==> src/rtl/cpu_ctrl_fsm.sv <==
// Moore sequencer for the cpu datapath; w=1 only in WAIT, optional retired-instruction counter under CPU_CTRL_PERF_EN.
// Latency (posedges, start edge inclusive): MOV imm 3, MOV reg/MVN/CMP 5, ADD/AND 6, illegal 2.
// No backpressure: s is sampled only in WAIT and ignored while an instruction is in flight.
module cpu_ctrl_fsm #(
  parameter int CNT_W          = 16,
  parameter bit ILLEGAL_STICKY = 1'b1
) (
  input  logic       clk,
  input  logic       reset,
  input  logic       s,
  input  logic [2:0] opcode,
  input  logic [1:0] op,
  output logic       w,
  output logic [2:0] nsel,
  output logic       loada,
  output logic       loadb,
  output logic       loadc,
  output logic       loads,
  output logic       asel,
  output logic       bsel,
  output logic [1:0] vsel,
  output logic       write,
  output logic [1:0] alu_op,
  output logic       illegal
`ifdef CPU_CTRL_PERF_EN
  ,
  output logic [CNT_W-1:0] instr_count
`endif
);

  localparam logic [2:0] S_WAIT   = 3'd0;
  localparam logic [2:0] S_DECODE = 3'd1;
  localparam logic [2:0] S_GET_A  = 3'd2;
  localparam logic [2:0] S_GET_B  = 3'd3;
  localparam logic [2:0] S_EXEC   = 3'd4;
  localparam logic [2:0] S_WR_REG = 3'd5;
  localparam logic [2:0] S_WR_IMM = 3'd6;

  localparam logic [4:0] I_MOV_IMM = 5'b110_10;
  localparam logic [4:0] I_MOV_REG = 5'b110_00;
  localparam logic [4:0] I_ADD     = 5'b101_00;
  localparam logic [4:0] I_CMP     = 5'b101_01;
  localparam logic [4:0] I_AND     = 5'b101_10;
  localparam logic [4:0] I_MVN     = 5'b101_11;

  logic [2:0] state;
  logic [2:0] state_nxt;
  logic [4:0] instr;
  logic       is_cmp;
  logic       is_unary;
  logic       start;
  logic       dec_bad;

  assign is_cmp   = (instr == I_CMP);
  assign is_unary = (instr == I_MOV_REG) || (instr == I_MVN);
  assign start    = (state == S_WAIT) && s;
  assign dec_bad  = (state == S_DECODE) && (state_nxt == S_WAIT);

  always_comb begin
    state_nxt = S_WAIT;
    case (state)
      S_WAIT:   state_nxt = s ? S_DECODE : S_WAIT;
      S_DECODE: begin
        case (instr)
          I_MOV_IMM:                  state_nxt = S_WR_IMM;
          I_MOV_REG, I_MVN:           state_nxt = S_GET_B;
          I_ADD, I_CMP, I_AND:        state_nxt = S_GET_A;
          default:                    state_nxt = S_WAIT;
        endcase
      end
      S_GET_A:  state_nxt = S_GET_B;
      S_GET_B:  state_nxt = S_EXEC;
      S_EXEC:   state_nxt = is_cmp ? S_WAIT : S_WR_REG;
      S_WR_REG: state_nxt = S_WAIT;
      S_WR_IMM: state_nxt = S_WAIT;
      default:  state_nxt = S_WAIT;
    endcase
  end

  always_ff @(posedge clk) begin
    if (!reset) begin
      state   <= S_WAIT;
      instr   <= 5'b0;
      illegal <= 1'b0;
    end else begin
      state <= state_nxt;
      if (start) begin
        instr   <= {opcode, op};
        illegal <= 1'b0;
      end else if (dec_bad) begin
        illegal <= 1'b1;
      end else if (!ILLEGAL_STICKY && state == S_WAIT) begin
        illegal <= 1'b0;
      end
    end
  end

  always_comb begin
    w     = (state == S_WAIT);
    nsel  = 3'b000;
    loada = 1'b0;
    loadb = 1'b0;
    loadc = 1'b0;
    loads = 1'b0;
    asel  = 1'b0;
    bsel  = 1'b0;
    vsel  = 2'b00;
    write = 1'b0;
    case (state)
      S_GET_A: begin
        nsel  = 3'b100;
        loada = 1'b1;
      end
      S_GET_B: begin
        nsel  = 3'b001;
        loadb = 1'b1;
      end
      S_EXEC: begin
        asel  = is_unary;
        loads = is_cmp;
        loadc = !is_cmp;
      end
      S_WR_REG: begin
        nsel  = 3'b010;
        write = 1'b1;
      end
      S_WR_IMM: begin
        nsel  = 3'b100;
        vsel  = 2'b01;
        write = 1'b1;
      end
      default: ;
    endcase
  end

  // ALU opcodes for the 101 group map straight from op; MOV variants use ADD.
  assign alu_op = (state != S_WAIT && instr[4:2] == 3'b101) ? instr[1:0] : 2'b00;

`ifdef CPU_CTRL_PERF_EN
  always_ff @(posedge clk) begin
    if (!reset) begin
      instr_count <= '0;
    end else if (state == S_WR_REG || state == S_WR_IMM || (state == S_EXEC && is_cmp)) begin
      instr_count <= instr_count + 1'b1;
    end
  end
`else
  logic unused_cnt_w;
  assign unused_cnt_w = ^CNT_W;
`endif

endmodule

==> config.mk <==
export PLATFORM = sky130hd
export DESIGN_NAME = cpu_ctrl_fsm
export DESIGN_NICKNAME = d
export VERILOG_FILES = /design/src/rtl/cpu_ctrl_fsm.sv
export SDC_FILE = /design/constraint.sdc
export NUM_CORES = 1
export LEC_CHECK = 0
export BUFFER_PORTS_ARGS = -buffer_cell sky130_fd_sc_hd__clkbuf_2
export CORE_AREA = 2 2 39 41
export DETAILED_ROUTE_END_ITERATION = 6
export DIE_AREA = 0 0 41 43
export PLACE_DENSITY = 0.8
export SLEW_MARGIN = 20
export SYNTH_ARGS = -nofsm -noshare
export SYNTH_HDL_FRONTEND = slang
export SYNTH_SLANG_ARGS = --single-unit
==> constraint.sdc <==
create_clock -name clk -period 1.6 [get_ports clk]
set_clock_uncertainty 0.15 [all_clocks]
set_input_delay 0.32 -clock clk [delete_from_list [all_inputs] [get_ports clk]]
set_output_delay 0.32 -clock clk [all_outputs]
set_load 0.01 [all_outputs]
Yosys cells after proc, flatten, opt, wreduce, memory -nomap -nowiden
Index checks and enable logic that the tools add are counted.
{ "word_totals": {"out_inout_bits": 16, "inputBits": 8, "reg_bits": 9, "word_cells": 43} }
{ "classes": {"bitwise_logic": 1, "n_eq_ne": 13, "n_reduce_logical": 13, "mux": 13} }
{ "ops": {"columns": ["operator", "count"], "rows": [
  ["equality test 5 bit (second input constant)", 6],
  ["one-hot mux 3 bit (3 select lines)", 2],
  ["one-hot mux 3 bit (5 select lines)", 1],
  ["equality test 3 bit (second input constant)", 4],
  ["2-to-1 mux 1 bit", 8],
  ["OR reduction 2 bit", 4],
  ["equality test 3 x 2 -> 1 bit (second input constant)", 2],
  ["zero test 3 bit", 2],
  ["equality test 3 x 1 -> 1 bit (second input constant)", 1],
  ["logical AND 1 bit", 3],
  ["2-to-1 mux 3 bit", 1],
  ["nonzero test 3 bit", 1],
  ["OR reduction 3 bit", 1],
  ["2-to-1 mux 2 bit", 1],
  ["zero test 1 bit", 1],
  ["logical OR 1 bit", 1],
  ["NOT 1 bit", 1]
]} }

Longest topological paths before layout
Gate-level depths: netlist of run 1.
{ "logic_depth": {"depth_word": 6, "depth_mapped": 7, "depth_no_buf": 6} }

Least setup slack after synthesis of run 1
OpenSTA, ideal clock, no wires.
{ "synth_timing": {"kind": "flip-flop to output port", "start": "register instr[2]", "end": "output port loads", "n_path_buf": 0, "path_slack_ns": 0.066, "required_time_ns": 1.130, "stages_incl_launch_ff": 4, "arrival_ns": 1.064, "cell_sequence": "dfxtp_1 nor2b_1 nand4b_1 nor4_1"} }
{ "synth_via": {"elab_chain_len": 2} }
{ "synth_rtl": {"columns": ["element", "line", "text"], "rows": [
  ["start: declaration", "48", "logic [4:0] instr;"],
  ["start signal: assignment", "88", "instr <= {opcode, op};"],
  ["equality test 5 bit", "54", "assign is_cmp = (instr == I_CMP);"],
  ["2-to-1 mux 1 bit", "109", "case (state)"],
  ["end: declaration", "18", "output logic loads,"]
]} }
Every way passes these cells.

Final worst setup path of run 1
{ "layout_timing": {"start": "register instr[1]", "end": "output port asel"} }
{ "layout_via": {"elab_chain_len": 3, "elab_cells_between_ends": 4, "classes_between": "eq/ne: 2; mux: 1; reduce/logical: 1"} }
{ "layout_rtl": {"columns": ["element", "line", "text"], "rows": [
  ["equality test 5 bit", "55", "assign is_unary = (instr == I_MOV_REG) || (instr == I_MVN);"],
  ["logical OR 1 bit (*)", "55", null],
  ["2-to-1 mux 1 bit (*)", "109", null],
  ["end: declaration", "19", "output logic asel,"]
]} }
Mark *: on every way between the ends. The rest lies on a longest branch, timed or not.

==> impl_metrics.ini, run 1 <==
[power_and_ir_drop]
ir_worst_vdd_v = 0.000499
power.total_uw = 526
leakagePower_nw = 0.378
power.density_mw_per_mm2 = 665

[cells_and_area]
nets = 102
diodes = 0
fin_cells = 109
final_area_sq_um = 792
area_growth_pct = 50.7
multi_input_area_sq_um = 358
regArea_sq_um = 189
nFillCells = 131
layout-drive-gt1-share_pct = 58.1
final_util_pct = 57.2

[placed_design]
port_buffers = 21
dpl_cell_area_sq_um = 673
placed_cells = 103
dp_hpwl_um = 919
dp_slack_ps = -49.0
gp_congestion = 0.767

[synth]
synth_area_leader_cell = dfxtp_1
postSynth.asyncResetShare_pct = 0
synth.most_common_cell = dfxtp_1
syn-cell-area_sq_um = 526
ys_seq_elements = 9
ys.warnings.count = 0
synth_cell_type_count = 26
yosys-top-cells-area = dfxtp_1 (34%), mux2i_1 (9.5%), nor2b_1 (7.1%), and4_1 (5.0%), buf_4 (4.3%)
yosysSeqAreaShare_pct = 34.3
yosysTopAreaCellShare_pct = 34.3
synth_cells = 62
netlist_top_cells_count = dfxtp_1 (9), nor2b_1 (6), mux2i_1 (5), nor2_1 (5), o21ai_0 (4)
ys.flop_type = dfxtp_1
synth_edf_count = 0
synth.avg_cell_area_sq_um = 8.48

[global_route]
grt_pass1_vias = 478
overflow = 0
grt_antenna_before_repair = 0
grtUsageTotal_pct = 17.4
grt_pass1_wl_um = 1980
grt_max_degree = 9

[timing]
whs_ps = 161
final.setup.tns_ps = -742
final_hold_viol_count = 0
rsz0062_at_grt = yes
period_share_pct = 114
timing.final.ws_setup_ps = -219
slew_violations = 0
setup_viol = 6
fmax_mhz = 550
final.min_clock_period_ps = 1820

[routing]
drc_errors = 0
wirelength_um = 1310
drt_iter0_drc = 2
routedWlPerCell_um = 12.0
via_per_inst = 5.17
firstDrtPassIters = 4
route.antenna.remaining_nets = 0
vias = 564

[worst_setup_path]
crit_fanout = 2
critPathKind = reg -> out
slowest_delay_ps = 330
reg2reg_depth = 6
path_buf_inv = 1
critPathRequiredTime_ps = 1130
rr_endpoint = instr[2]
crit_path_cell_trace = nor4b_2, a31o_2, and4_1, clkbuf_2
r2r-start = state[0]
cp_top_family = simple AND/OR/NAND/NOR gates
arrival_ps = 1350
rrSetupSlack_ps = 170
worstSetupEndpointType = primary output
crit_cells = 4
crit_path_start_kind = flop
slowest_stage = dfxtp_2

[floorplanning]
num_io_pins = 24
die_h_um = 43
core_sq_mm = 0.00138
start_util_pct = 38.0
dieArea_sq_mm = 0.00176
rows = 14
fp.dieW_um = 41

[clock_network]
cts_tree = built
cts.path.max_buffers = 2
cts_buffers = 3
cts.sink_count = 9
clk_pin_slew_ps = 60
htree_levels = 1
holdBufCountCts = 0
insertion_delay_ps = 270
cts_root_buffer = clkbuf_4

[min_path]
hp-class = in -> reg
hold_start = opcode[1]
hold_depth = 3
holdPathEnd = instr[3]

[status]
status = finished with violations
failed_checks = negative setup slack

[run]
maxCapViolations = 0
-- metal layers --
metal / GRT usage, % / wire length (um)
met3: 6.28 / 85
met2: 27.2 / 646
met1: 18.2 / 541
met5: 0 / 0
met4: 12.0 / 38
-- sequential cells by signal (all words and copies together), names as in the netlist --
register / cells
instr: 5
state: 3
illegal: 1
-- repair_timing --
item                                    4_1_cts  5_1_grt
resized for setup                            16       10
endpoints found under the hold margin         0        0
gates cloned                                  0        0
pin swaps                                     3        3
endpoints found under the setup margin        7       12
buffers inserted                              2        0
-- power by group --
group | switching [mW] | internal [mW]
logic | 0.0436 | 0.0531
clock network | 0.0862 | 0.0966
registers | 0.0118 | 0.235
total | 0.142 | 0.385
-- worst max-delay path by stage --
stage,start,end
2_1_floorplan,instr[2],loads
3_3_place_gp,instr[2],loads
3_5_place_dp,instr[2],loads
4_1_cts,instr[1],asel
5_1_grt,instr[1],asel
6_report,instr[1],asel
-- cell type report --
class | instances | area share (%)
tap | 16 | 2.53
multi-input combinational | 46 | 45.2
timing repair buffer | 30 | 23.2
sequential | 9 | 23.9
clock buffer | 4 | 3.32
inverter | 4 | 1.90
-- tightest hold or removal path, stage by stage --
cell and delay, ps:
clkbuf_2 80, mux2i_1 60, nor2b_1 90
-- cells by family (layout without fill, tap and decap cells) --
kind of cell,count (synthesis),count (layout),synth area share (%)
other cells,1,2,0.714
buf+inv,8,38,9.29
simple gates,29,29,35.5
compound gates,10,10,10.7
flops,9,9,34.3
mux,5,5,9.52
-- placed cells by master, fill, tap and decap left out, types with 2 or more instances in the layout --
cell type / count
conb_1: 2
buf_6: 3
buf_4: 6
and4_1: 3
inv_1: 2
nand2b_4: 2
a21oi_1: 2
clkbuf_2: 17
inv_2: 2
dfxtp_1: 4
nor2_1: 4
nor3b_2: 2
buf_2: 4
nor2b_1: 5
a31oi_1: 2
dfxtp_2: 4
clkbuf_4: 3
o21ai_0: 4
mux2i_1: 5
Note: power is estimated with default switching activity, not from simulation.
==> run 2: changes to the inputs <==
- SETUP_SLACK_MARGIN: unset -> 0.3
==> impl_metrics.ini, run 2 (same netlist as run 1, synthesis figures left out) <==
[power_and_ir_drop]
power.switching_uw = 143
switching_share_pct = 26.8
leakagePower_nw = 0.417
intPower_uw = 393
power.density_mw_per_mm2 = 591
ir_worst_vdd_v = 0.000570
power_frac_seq_pct = 46.0
power_frac_comb_pct = 20.9
pwr-share-clk_pct = 33.1

[clock_network]
cts_tree = built
cts.sink_count = 9
cts.path.max_buffers = 2
insertion_delay_ps = 260
clk_pin_slew_ps = 60
cts_buffers = 3
cts_root_buffer = clkbuf_4
htree_levels = 1
holdBufCountCts = 0

[placed_design]
dp_slack_ps = 57.0
placed_cells = 97
dp_hpwl_um = 852
gp_congestion = 0.767
port_buffers = 21

[timing]
final.min_clock_period_ps = 1790
period_share_pct = 112
timing.final.ws_setup_ps = -193
setup_viol = 5
slew_violations = 0
final.setup.tns_ps = -517
final_hold_viol_count = 0
fmax_mhz = 558
rsz0062_at_grt = yes

[floorplanning]
dieArea_sq_mm = 0.00176
die_h_um = 43
rows = 14
num_io_pins = 24
core_sq_mm = 0.00138
fp.dieW_um = 41
start_util_pct = 38.0

[worst_setup_path]
crit_fanout = 2
crit_path_start_kind = flop
worstSetupEndpointType = primary output
arrival_ps = 1320
critPathKind = reg -> out
critPathRequiredTime_ps = 1130

[cells_and_area]
largest_reg_flops = 5
layout-drive-gt1-share_pct = 63.9
multi_input_area_sq_um = 377
largest_registers = instr: 5 flops, state: 3 flops, illegal: 1 flops
fin_cells = 113
final_util_pct = 65.6
nets = 106
layout_common_cells = buf_6 (12), clkbuf_2 (11), buf_4 (6)
regArea_sq_um = 201
final_common_cell = buf_6
area_growth_pct = 72.6
top_register = instr
nFillCells = 125
diodes = 0

[status]
failed_checks = negative setup slack
status = finished with violations

[global_route]
overflow = 0
grt_pass1_vias = 522
grt_pass1_wl_um = 2150
grtUsageTotal_pct = 18.0
grt_max_degree = 9
grt_antenna_before_repair = 0

[routing]
via_per_inst = 4.99
routedWlPerCell_um = 12.7
wirelength_um = 1430
vias = 564
firstDrtPassIters = 4
drc_errors = 0
drt_iter0_drc = 7
route.antenna.remaining_nets = 0

[min_path]
hp-class = in -> reg

[run]
maxCapViolations = 0
run 2: cell count changes in the layout (fill, tap and decap cells not counted), moves of 2 or more:
cell / change
dfxtp_2: -2
dfxtp_4: +4
buf_6: +9
dfxtp_1: -2
clkbuf_2: -6
run 2: power by group through the flow:
stage | Clock (mW) | Sequential (mW) | Combinational [mW]
floorplan | 0 | 0.254 | 0.0574
global placement | 0 | 0.255 | 0.0729
detailed placement | 0 | 0.256 | 0.0740
CTS | 0.182 | 0.245 | 0.0984
global route | 0.192 | 0.249 | 0.122
finish | 0.177 | 0.247 | 0.112
run 2: metal layers:
layer / track usage [%] / share of wire (%)
met4: 10.0 / 1.6
met1: 21.9 / 41
met5: 0 / 0
met2: 27.2 / 52
met3: 4.71 / 5.1
run 2: final cells by class:
cell class / count / area share, %
multi-input combinational: 46 / 41.5
timing repair buffer: 34 / 28.7
sequential: 9 / 22.2
clock buffer: 4 / 2.90
inverter: 4 / 2.48
tap: 16 / 2.21
run 2: path summary, 6_finish.rpt:
| kind | from | to | slack (ps) | cells after the start |
|---|---|---|---|---|
| hold reg to reg | illegal | illegal | 410 | 2 |
| setup / recovery | instr[1] | asel | -190 | 4 |
| setup reg to reg | state[0] | instr[3] | 80 | 7 |
| hold / removal | opcode[2] | instr[4] | 160 | 3 |
run 2: repair_timing:
| action | in CTS | in global routing |
|---|---|---|
| setup buffers | 10 | 2 |
| gates resized for setup | 17 | 24 |
| pin swaps | 12 | 5 |
| setup endpoints to repair | 20 | 22 |
run 2: critical path, stage by stage, from the launching register on:
cell and delay [ps]:
dfxtp_4 360, nor4b_4 260, a31o_2 150, and4_4 200
buf_6 90
run 2: metrics by stage:
step	hold WS, ps	cell area, sq um	power (mW)
floorplan	298	567	0.312
global placement	383	666	0.327
detailed placement	396	666	0.330
CTS	165	830	0.524
global route	180	907	0.562
finish	165	907	0.536
==> run 3: changes to the inputs <==
- RECOVER_POWER: unset -> 100
==> impl_metrics.ini, run 3 (same netlist as run 1, synthesis figures left out) <==
[cells_and_area]
final_util_pct = 64.6
layout_common_cells = buf_6 (12), clkbuf_2 (10), buf_4 (6)
nFillCells = 126
diodes = 0
final_common_cell = buf_6
final_area_sq_um = 895
regArea_sq_um = 201
largest_registers = instr: 5 flops, state: 3 flops, illegal: 1 flops
area_growth_pct = 70.2
nets = 106
largest_reg_flops = 5
layout-drive-gt1-share_pct = 61.9
multi_input_area_sq_um = 365
top_register = instr

[routing]
route.antenna.remaining_nets = 0
firstDrtPassIters = 4
met3RoutedLength_um = 85
vias = 562
wirelength_um = 1430
wl_met2_um = 736
drt_iter0_drc = 3
via_per_inst = 4.97
routedWlPerCell_um = 12.6
drc_errors = 0
wl_met1_um = 582
top_layer_used = met4

[worst_setup_path]
crit_path_start_kind = flop
slowest_delay_ps = 350
cp_top_family = simple AND/OR/NAND/NOR gates
slowest_stage = dfxtp_4
path_buf_inv = 1
crit_fanout = 2
crit_path_cell_trace = nor4b_4, a31o_2, and4_4, buf_6
worstSetupEndpointType = primary output
critPathRequiredTime_ps = 1130
arrival_ps = 1320
critPathKind = reg -> out

[timing]
timing.final.ws_setup_ps = -192
final_hold_viol_count = 0
fmax_mhz = 558
final.min_clock_period_ps = 1790
rsz0062_at_grt = yes
period_share_pct = 112
setup_viol = 5
whs_ps = 165
slew_violations = 0
final.setup.tns_ps = -515

[power_and_ir_drop]
power_frac_seq_pct = 46.3
leakagePower_nw = 0.412
power.total_uw = 532
switching_share_pct = 26.5
power_frac_comb_pct = 20.6
pwr-share-clk_pct = 33.1
intPower_uw = 391
power.switching_uw = 141
power.density_mw_per_mm2 = 595
ir_worst_vdd_v = 0.000568

[floorplanning]
die_h_um = 43
start_util_pct = 38.0
core_sq_mm = 0.00138
rows = 14
fp.dieW_um = 41
num_io_pins = 24
dieArea_sq_mm = 0.00176

[global_route]
grt_pass1_wl_um = 2150
grt_pass1_vias = 522
grtUsageTotal_pct = 18.0
grt_antenna_before_repair = 0
overflow = 0
grt_max_degree = 9

[status]
failed_checks = negative setup slack
status = finished with violations

[clock_network]
cts.sink_count = 9
cts_buffers = 3
insertion_delay_ps = 260
cts.path.max_buffers = 2
cts_root_buffer = clkbuf_4
clk_pin_slew_ps = 60
htree_levels = 1
cts_tree = built

[run]
maxCapViolations = 0

[placed_design]
gp_congestion = 0.767
dp_hpwl_um = 852
dpl_cell_area_sq_um = 666
port_buffers = 21

[min_path]
hp-class = in -> reg
run 3: cell counts in the layout (fill, tap and decap cells not counted):
Identical to the previous run, type by type.
run 3: per-layer routing:
metal,vias up,GRT usage [%]
met1,248,21.9
met4,0,10.0
met3,4,4.71
li1,283,-
met2,27,27.2
met5,-,0
run 3: worst reg2reg max path, cell delays in order (launching register included):
cell and delay, ps:
dfxtp_4 370, nor2_4 150, nand2_2 90, buf_6 130, inv_4 40, and2_4 200, mux2i_1 210, nor2b_1 70
run 3: worst paths after layout:
path	startpoint	endpoint	slack, ps	cells past startpoint
worst min register to register	illegal	illegal	410	2
worst min-delay path	opcode[2]	instr[4]	170	3
worst max register to register	state[0]	instr[3]	80	7
worst max-delay path	instr[1]	asel	-190	4
run 3: what timing repair did:
item                                   in CTS  in global routing
pin swaps                                  12                  5
buffers inserted                           10                  2
endpoints found under the hold margin       0                  0
resized for setup                          17                 24
hold buffers                                0                  0
setup endpoints to repair                  20                 22
run 3: stage by stage:
stage / setup slack (ps) / std cells
final: -192 / 113
after global routing: -251 / 113
after CTS: -203 / 111
after detailed placement: 57.0 / 97
after global placement: 86.4 / 97
after floorplan: 205 / 63
run 3: power by group through the flow:
stage                     registers, mW  logic [mW]  clock network, mW
after CTS                         0.245      0.0984              0.182
after global routing              0.248       0.119              0.192
final                             0.247       0.110              0.176
after global placement            0.255      0.0729                  0
after floorplan                   0.254      0.0574                  0
after detailed placement          0.256      0.0740                  0
run 3: layout make-up:
class	count	area share (%)
Sequential cell	9	22.5
Timing Repair Buffer	34	29.0
Inverter	4	2.52
Multi-Input combinational cell	46	40.8
Tap cell	16	2.24
Clock buffer	4	2.94
